**config.mk**
```make
export PLATFORM = sky130hd
export DESIGN_NAME = calc_dev_mc
export DESIGN_NICKNAME = d
export VERILOG_FILES = /design/src/rtl/calc_dev_mc.sv
export SDC_FILE = /design/constraint.sdc
export NUM_CORES = 1
export LEC_CHECK = 0
export BUFFER_PORTS_ARGS = -buffer_cell sky130_fd_sc_hd__buf_2
export CORE_MARGIN = 3
export CORE_UTILIZATION = 55
export DETAILED_ROUTE_END_ITERATION = 12
export GPL_TIMING_DRIVEN = 0
export HOLD_SLACK_MARGIN = 0.03
export PLACE_DENSITY = 0.73
export SKIP_CTS_REPAIR_TIMING = 1
export SYNTH_ARGS = -nofsm -noshare
export SYNTH_HDL_FRONTEND = slang
export SYNTH_SLANG_ARGS = --single-unit
```
**constraint.sdc**
```tcl
create_clock -name clk -period 7.11 [get_ports clk]
set_input_delay 0.3555 -clock clk [delete_from_list [all_inputs] [get_ports clk]]
set_output_delay 0.3555 -clock clk [all_outputs]
set_load 0.01 [all_outputs]
```
**src/rtl/calc_dev_mc.sv**
```systemverilog
// Command-driven calculator: one command word, up to two operands, ALU result
// into one of NREG registers, optional push of the result into an output FIFO.
module calc_dev_mc #(
  parameter int unsigned DW        = 8,
  parameter int unsigned NREG      = 4,
  parameter int unsigned OUT_DEPTH = 4
) (
  input  logic          clk,
  input  logic          rst,
  input  logic          cs,
  input  logic [DW-1:0] din,
  input  logic          rd,
  output logic          busy,
  output logic [DW-1:0] dout,
  output logic          drdy,
  output logic          flag
);

  localparam int unsigned RW = (NREG > 1) ? $clog2(NREG) : 1;
  localparam int unsigned PW = $clog2(OUT_DEPTH);
  localparam int unsigned CW = PW + 1;

  typedef enum logic [2:0] {IDLE, OP1, OP2, EXEC, TX} state_t;

  state_t state, state_nxt;

  // Command bit 0 only steers the FSM at accept time, so it is not kept.
  logic [7:1]    cmd_q;
  logic [DW-1:0] op1_q, op2_q, res_q;
  logic [DW-1:0] regs_q [NREG];
  logic          flag_q;

  logic [DW-1:0] fifo_q [OUT_DEPTH];
  logic [PW-1:0] wptr_q, rptr_q;
  logic [CW-1:0] count_q;

  logic          latch_c, ld_op1_c, ld_op2_c, exec_c, push_c, pop_c, full_c;
  logic [RW-1:0] sel_c;
  logic [DW-1:0] a_c, b_c, alu_res_c;
  logic [DW:0]   sum_c, diff_c;
  logic          alu_flag_c;

  assign full_c = (count_q == CW'(OUT_DEPTH));
  assign pop_c  = rd && (count_q != '0);
  assign sel_c  = RW'({30'd0, cmd_q[7:6]} % NREG);

  // ALU: acc mode folds the selected register in as the left operand.
  always_comb begin
    a_c        = cmd_q[4] ? regs_q[sel_c] : op1_q;
    b_c        = cmd_q[4] ? op1_q : op2_q;
    sum_c      = {1'b0, a_c} + {1'b0, b_c};
    diff_c     = {1'b0, a_c} - {1'b0, b_c};
    alu_res_c  = '0;
    alu_flag_c = 1'b0;
    case (cmd_q[3:2])
      2'b00: begin
        alu_res_c  = sum_c[DW-1:0];
        alu_flag_c = sum_c[DW];
      end
      2'b01: begin
        alu_res_c  = diff_c[DW-1:0];
        alu_flag_c = diff_c[DW];
      end
      2'b10:   alu_res_c = a_c & b_c;
      default: alu_res_c = a_c ^ b_c;
    endcase
  end

  always_ff @(posedge clk) begin
    if (rst) state <= IDLE;
    else     state <= state_nxt;
  end

  always_comb begin
    state_nxt = state;
    latch_c   = 1'b0;
    ld_op1_c  = 1'b0;
    ld_op2_c  = 1'b0;
    exec_c    = 1'b0;
    push_c    = 1'b0;
    case (state)
      IDLE: begin
        if (cs) begin
          latch_c = 1'b1;
          if (din[0])      state_nxt = OP1;
          else if (din[1]) state_nxt = OP2;
          else             state_nxt = EXEC;
        end
      end
      OP1: begin
        ld_op1_c  = 1'b1;
        state_nxt = cmd_q[1] ? OP2 : EXEC;
      end
      OP2: begin
        ld_op2_c  = 1'b1;
        state_nxt = EXEC;
      end
      EXEC: begin
        exec_c    = 1'b1;
        state_nxt = cmd_q[5] ? TX : IDLE;
      end
      TX: begin
        // A same-cycle pop frees a slot even when the FIFO is full.
        if (!full_c || rd) begin
          push_c    = 1'b1;
          state_nxt = IDLE;
        end
      end
      default: state_nxt = IDLE;
    endcase
  end

  always_ff @(posedge clk) begin
    if (rst) begin
      cmd_q   <= '0;
      op1_q   <= '0;
      op2_q   <= '0;
      res_q   <= '0;
      flag_q  <= 1'b0;
      wptr_q  <= '0;
      rptr_q  <= '0;
      count_q <= '0;
      for (int i = 0; i < int'(NREG); i++) regs_q[i] <= '0;
    end else begin
      // Operands are cleared at accept so an absent operand reads as zero.
      if (latch_c) begin
        cmd_q <= din[7:1];
        op1_q <= '0;
        op2_q <= '0;
      end
      if (ld_op1_c) op1_q <= din;
      if (ld_op2_c) op2_q <= din;
      if (exec_c) begin
        regs_q[sel_c] <= alu_res_c;
        res_q         <= alu_res_c;
        flag_q        <= alu_flag_c;
      end
      if (push_c) wptr_q <= wptr_q + PW'(1);
      if (pop_c)  rptr_q <= rptr_q + PW'(1);
      case ({push_c, pop_c})
        2'b10:   count_q <= count_q + CW'(1);
        2'b01:   count_q <= count_q - CW'(1);
        default: count_q <= count_q;
      endcase
    end
  end

  always_ff @(posedge clk) begin
    if (push_c) fifo_q[wptr_q] <= res_q;
  end

  assign busy = (state != IDLE);
  assign drdy = (count_q != '0);
  assign dout = drdy ? fifo_q[rptr_q] : '0;
  assign flag = flag_q;

endmodule

```
==> impl_metrics.ini <==
[status]
status = completed

[grt]
grt_pass1_wl_mm = 19.9
grt_max_degree = 20
grt_util_all_layers = 0.225
gr-total-overflow = 0
number_of_global_route_vias_before_repair = 3870
antenna_violations_before_repair = 0

[synth]
post_synthesis_net_count = 552
synth_simple_gate_area_share = 0.159
avg_cell_area_syn_um2 = 10.9
sequential_area_share_after_synthesis = 0.509
synth_top_flop_cell = sky130_fd_sc_hd__edfxtp_1
async_reset_ff_frac = 0
mappedNetlistArea_um2 = 5590
synth_top_area_cell = sky130_fd_sc_hd__edfxtp_1
synth_enable_flop_cells = 64
adder_cell_area_share_of_the_yosys_netlist = 0.0645
synth.area.mux_share = 0.106
synth.top_cell.area_share = 0.344
synthXorXnorAreaFrac = 0.0125
main_combinational_cell_family_by_area_after_synthesis = simple AND/OR/NAND/NOR gates
synthesized_area_fraction_occupied_by_ao_oa_aoi_and_oai_cells = 0.105
synth-seq-cells = 110
post_synth_num_cell_types = 60
synthesis.yosys.warnings = 0
syn-instance-count = 513
cell_types_occupying_the_most_area_after_synthesis = sky130_fd_sc_hd__edfxtp_1 34%, sky130_fd_sc_hd__dfxtp_1 16%, sky130_fd_sc_hd__mux4_2 6.4%, sky130_fd_sc_hd__ha_1 5.4%, sky130_fd_sc_hd__nand2_1 3.8%

[drt]
drt.antenna.violating_nets = 0
viasPerCell = 5.87
remaining_drc_errors = 0
total_number_of_vias = 4015
avgRoutedWirePerCell_um = 18.1
wirelength_mm = 12.4
dr.pass1.iters = 5
drt-initial-drc-count = 371

[clocking]
numCtsBuffers = 9
ctsLongestPathBuffers = 2
clock_tree.root_cell = sky130_fd_sc_hd__clkbuf_8
htree_depth = 3
clock_sink_count = 110
cts_tree = built
worstSkewPairLatency_ns = 0.37
cts.reportedPaths.clkPinSlew_ns = 0.11

[critical_path]
worst_r2r_path_depth = 10
setup.worst_path.start_class = flip-flop
nature_of_the_critical_path_endpoint = flip-flop
crit_required_ns = 7.21
critical_path.max_fanout = 10
crit_arrival_ns = 4.04
criticalPathCategory = flip-flop to flip-flop

[placement]
port_buffers = 22
placedCellCount = 668
post-dp-hpwl_mm = 8.92
gp_congestion = 0.868
dpl_ws_ns = 3.25

[die]
floorplan.initialDensity = 0.569
chipHeight_um = 107
fp.dieW_um = 107
top_level_ports = 23
fp-row-count = 36
die-area_um2 = 11400
core_area_um2 = 9820

[sta]
final_setup_violation_count = 0
max_freq_mhz = 254
worst_slack_ns = 3.17
report.final.slew_viol_count = 0
finalCritPeriodShare = 0.554
final.min_clock_period_ns = 3.94
hold_vio_cnt_final = 0
finalSetupTns_ns = 0
fin_worst_skew_ns = 0.0125
grt_setup_unrepaired = false
final.hold.worst_slack_ns = 0.243
worst_pin_slew_ns = 1.08
slew-limit-headroom = 0.278

[pwr]
power_density_nw_per_um2 = 215
leakage_nw = 2.34
fin_total_pwr_mw = 1.30
worst_ir_drop_vdd_v = 0.0000967

[final_layout]
area_growth_pct = 8.21
insertedDiodeCount = 0
leading_cell_types_in_the_layout_fill_and_taps_excluded = 64 x sky130_fd_sc_hd__edfxtp_1, 56 x sky130_fd_sc_hd__nand2_1, 46 x sky130_fd_sc_hd__dfxtp_1
stdcell_count = 684
drive_above_1_share = 0.162
final_common_cell = sky130_fd_sc_hd__edfxtp_1
n_fill_cell = 824
nets = 585

[flow_run]
cap_viol_max_count = 0

[hold_path]
min-delay-path-class = input port to flip-flop
min_delay_path_depth = 3
## per-layer routing
layer  part of all wire  vias up  global-route usage
met5                  0        -                   0
met4              0.019        0              0.0594
met3              0.058       18              0.0343
met2               0.47      147               0.368
met1               0.45     1944               0.316
li1                   -     1906                   -
## cell families (layout without fill, tap and decap cells)
group | Yosys count | count (layout)
XOR/XNOR | 8 | 8
flip-flops | 110 | 110
AO/OA/AOI/OAI | 91 | 91
AND/OR/NAND/NOR | 180 | 180
adder cells (fa/ha/maj) | 27 | 27
buffers and inverters | 59 | 97
multiplexers | 38 | 38
## stage by stage
stage / area [µm²] / util
after floorplan: 5590 / -
after global placement: 5870 / 0.597
after detailed placement: 5870 / 0.597
after CTS: 6050 / 0.616
after global routing: 6050 / 0.616
final: 6050 / 0.616
## state kept, by name, indices dropped and copies added (netlist names), named ones only
signal and flops:
op1_q 8, res_q 8, count_q 3, fifo_q 32, state 3, rptr_q 2
cmd_q 7, flag 1, regs_q 32, op2_q 8, wptr_q 2
## worst paths after layout
path,to,slack [ns],start
setup / recovery,regs_q[1][7],3.17,cmd_q[4]
hold / removal,cmd_q[4],0.24,din[4]
setup reg to reg,regs_q[1][7],3.17,cmd_q[4]
hold reg to reg,cmd_q[5],0.47,cmd_q[5]
## layout make-up
| type | instances | area (µm²) | share of cell area |
|---|---|---|---|
| sequential | 110 | 2840 | 0.470 |
| buffer | 32 | 149 | 0.0246 |
| clock buffer | 10 | 128 | 0.0211 |
| tap | 133 | 166 | 0.0275 |
| multi-input combinational | 344 | 2500 | 0.413 |
| timing repair buffer | 22 | 110 | 0.0182 |
| inverter | 27 | 101 | 0.0168 |
| clock inverter | 6 | 55.1 | 0.00910 |
## where the power goes
part,switching [mW],leakage (nW),internal [mW]
sequential,0.0138,1.03,0.693
combinational,0.148,1.23,0.0913
clock,0.218,0.0865,0.134
## critical path: stages, from the launching register on
cell	delay [ns]
sky130_fd_sc_hd__dfxtp_1	0.33
sky130_fd_sc_hd__clkbuf_1	0.41
sky130_fd_sc_hd__buf_1	0.59
sky130_fd_sc_hd__mux2i_1	0.49
sky130_fd_sc_hd__inv_1	0.12
sky130_fd_sc_hd__ha_1	0.37
sky130_fd_sc_hd__a211o_1	0.31
sky130_fd_sc_hd__nand3_1	0.14
sky130_fd_sc_hd__a32oi_1	0.17
sky130_fd_sc_hd__o311ai_1	0.65
sky130_fd_sc_hd__nor3_1	0.08
## cells in the mapped netlist, types with 3 or more instances
master	n
sky130_fd_sc_hd__o311ai_1	3
sky130_fd_sc_hd__a211oi_1	3
sky130_fd_sc_hd__o21ai_0	14
sky130_fd_sc_hd__xnor2_1	4
sky130_fd_sc_hd__and2_1	15
sky130_fd_sc_hd__buf_2	14
sky130_fd_sc_hd__ha_1	24
sky130_fd_sc_hd__o211ai_1	3
sky130_fd_sc_hd__fa_1	3
sky130_fd_sc_hd__edfxtp_1	64
sky130_fd_sc_hd__o21ai_1	5
sky130_fd_sc_hd__mux2i_1	12
sky130_fd_sc_hd__or3b_2	3
sky130_fd_sc_hd__nor2b_1	6
sky130_fd_sc_hd__nand2b_1	11
sky130_fd_sc_hd__xor2_1	4
sky130_fd_sc_hd__nor2_1	37
sky130_fd_sc_hd__mux2_2	10
sky130_fd_sc_hd__nand2_1	56
sky130_fd_sc_hd__a211o_1	4
sky130_fd_sc_hd__clkbuf_1	15
sky130_fd_sc_hd__a21oi_1	38
sky130_fd_sc_hd__nor3_1	14
sky130_fd_sc_hd__or3_1	5
sky130_fd_sc_hd__nand3_1	19
sky130_fd_sc_hd__inv_1	27
sky130_fd_sc_hd__mux4_2	16
sky130_fd_sc_hd__dfxtp_1	46
No activity file was read; power rests on OpenSTA's default activity.
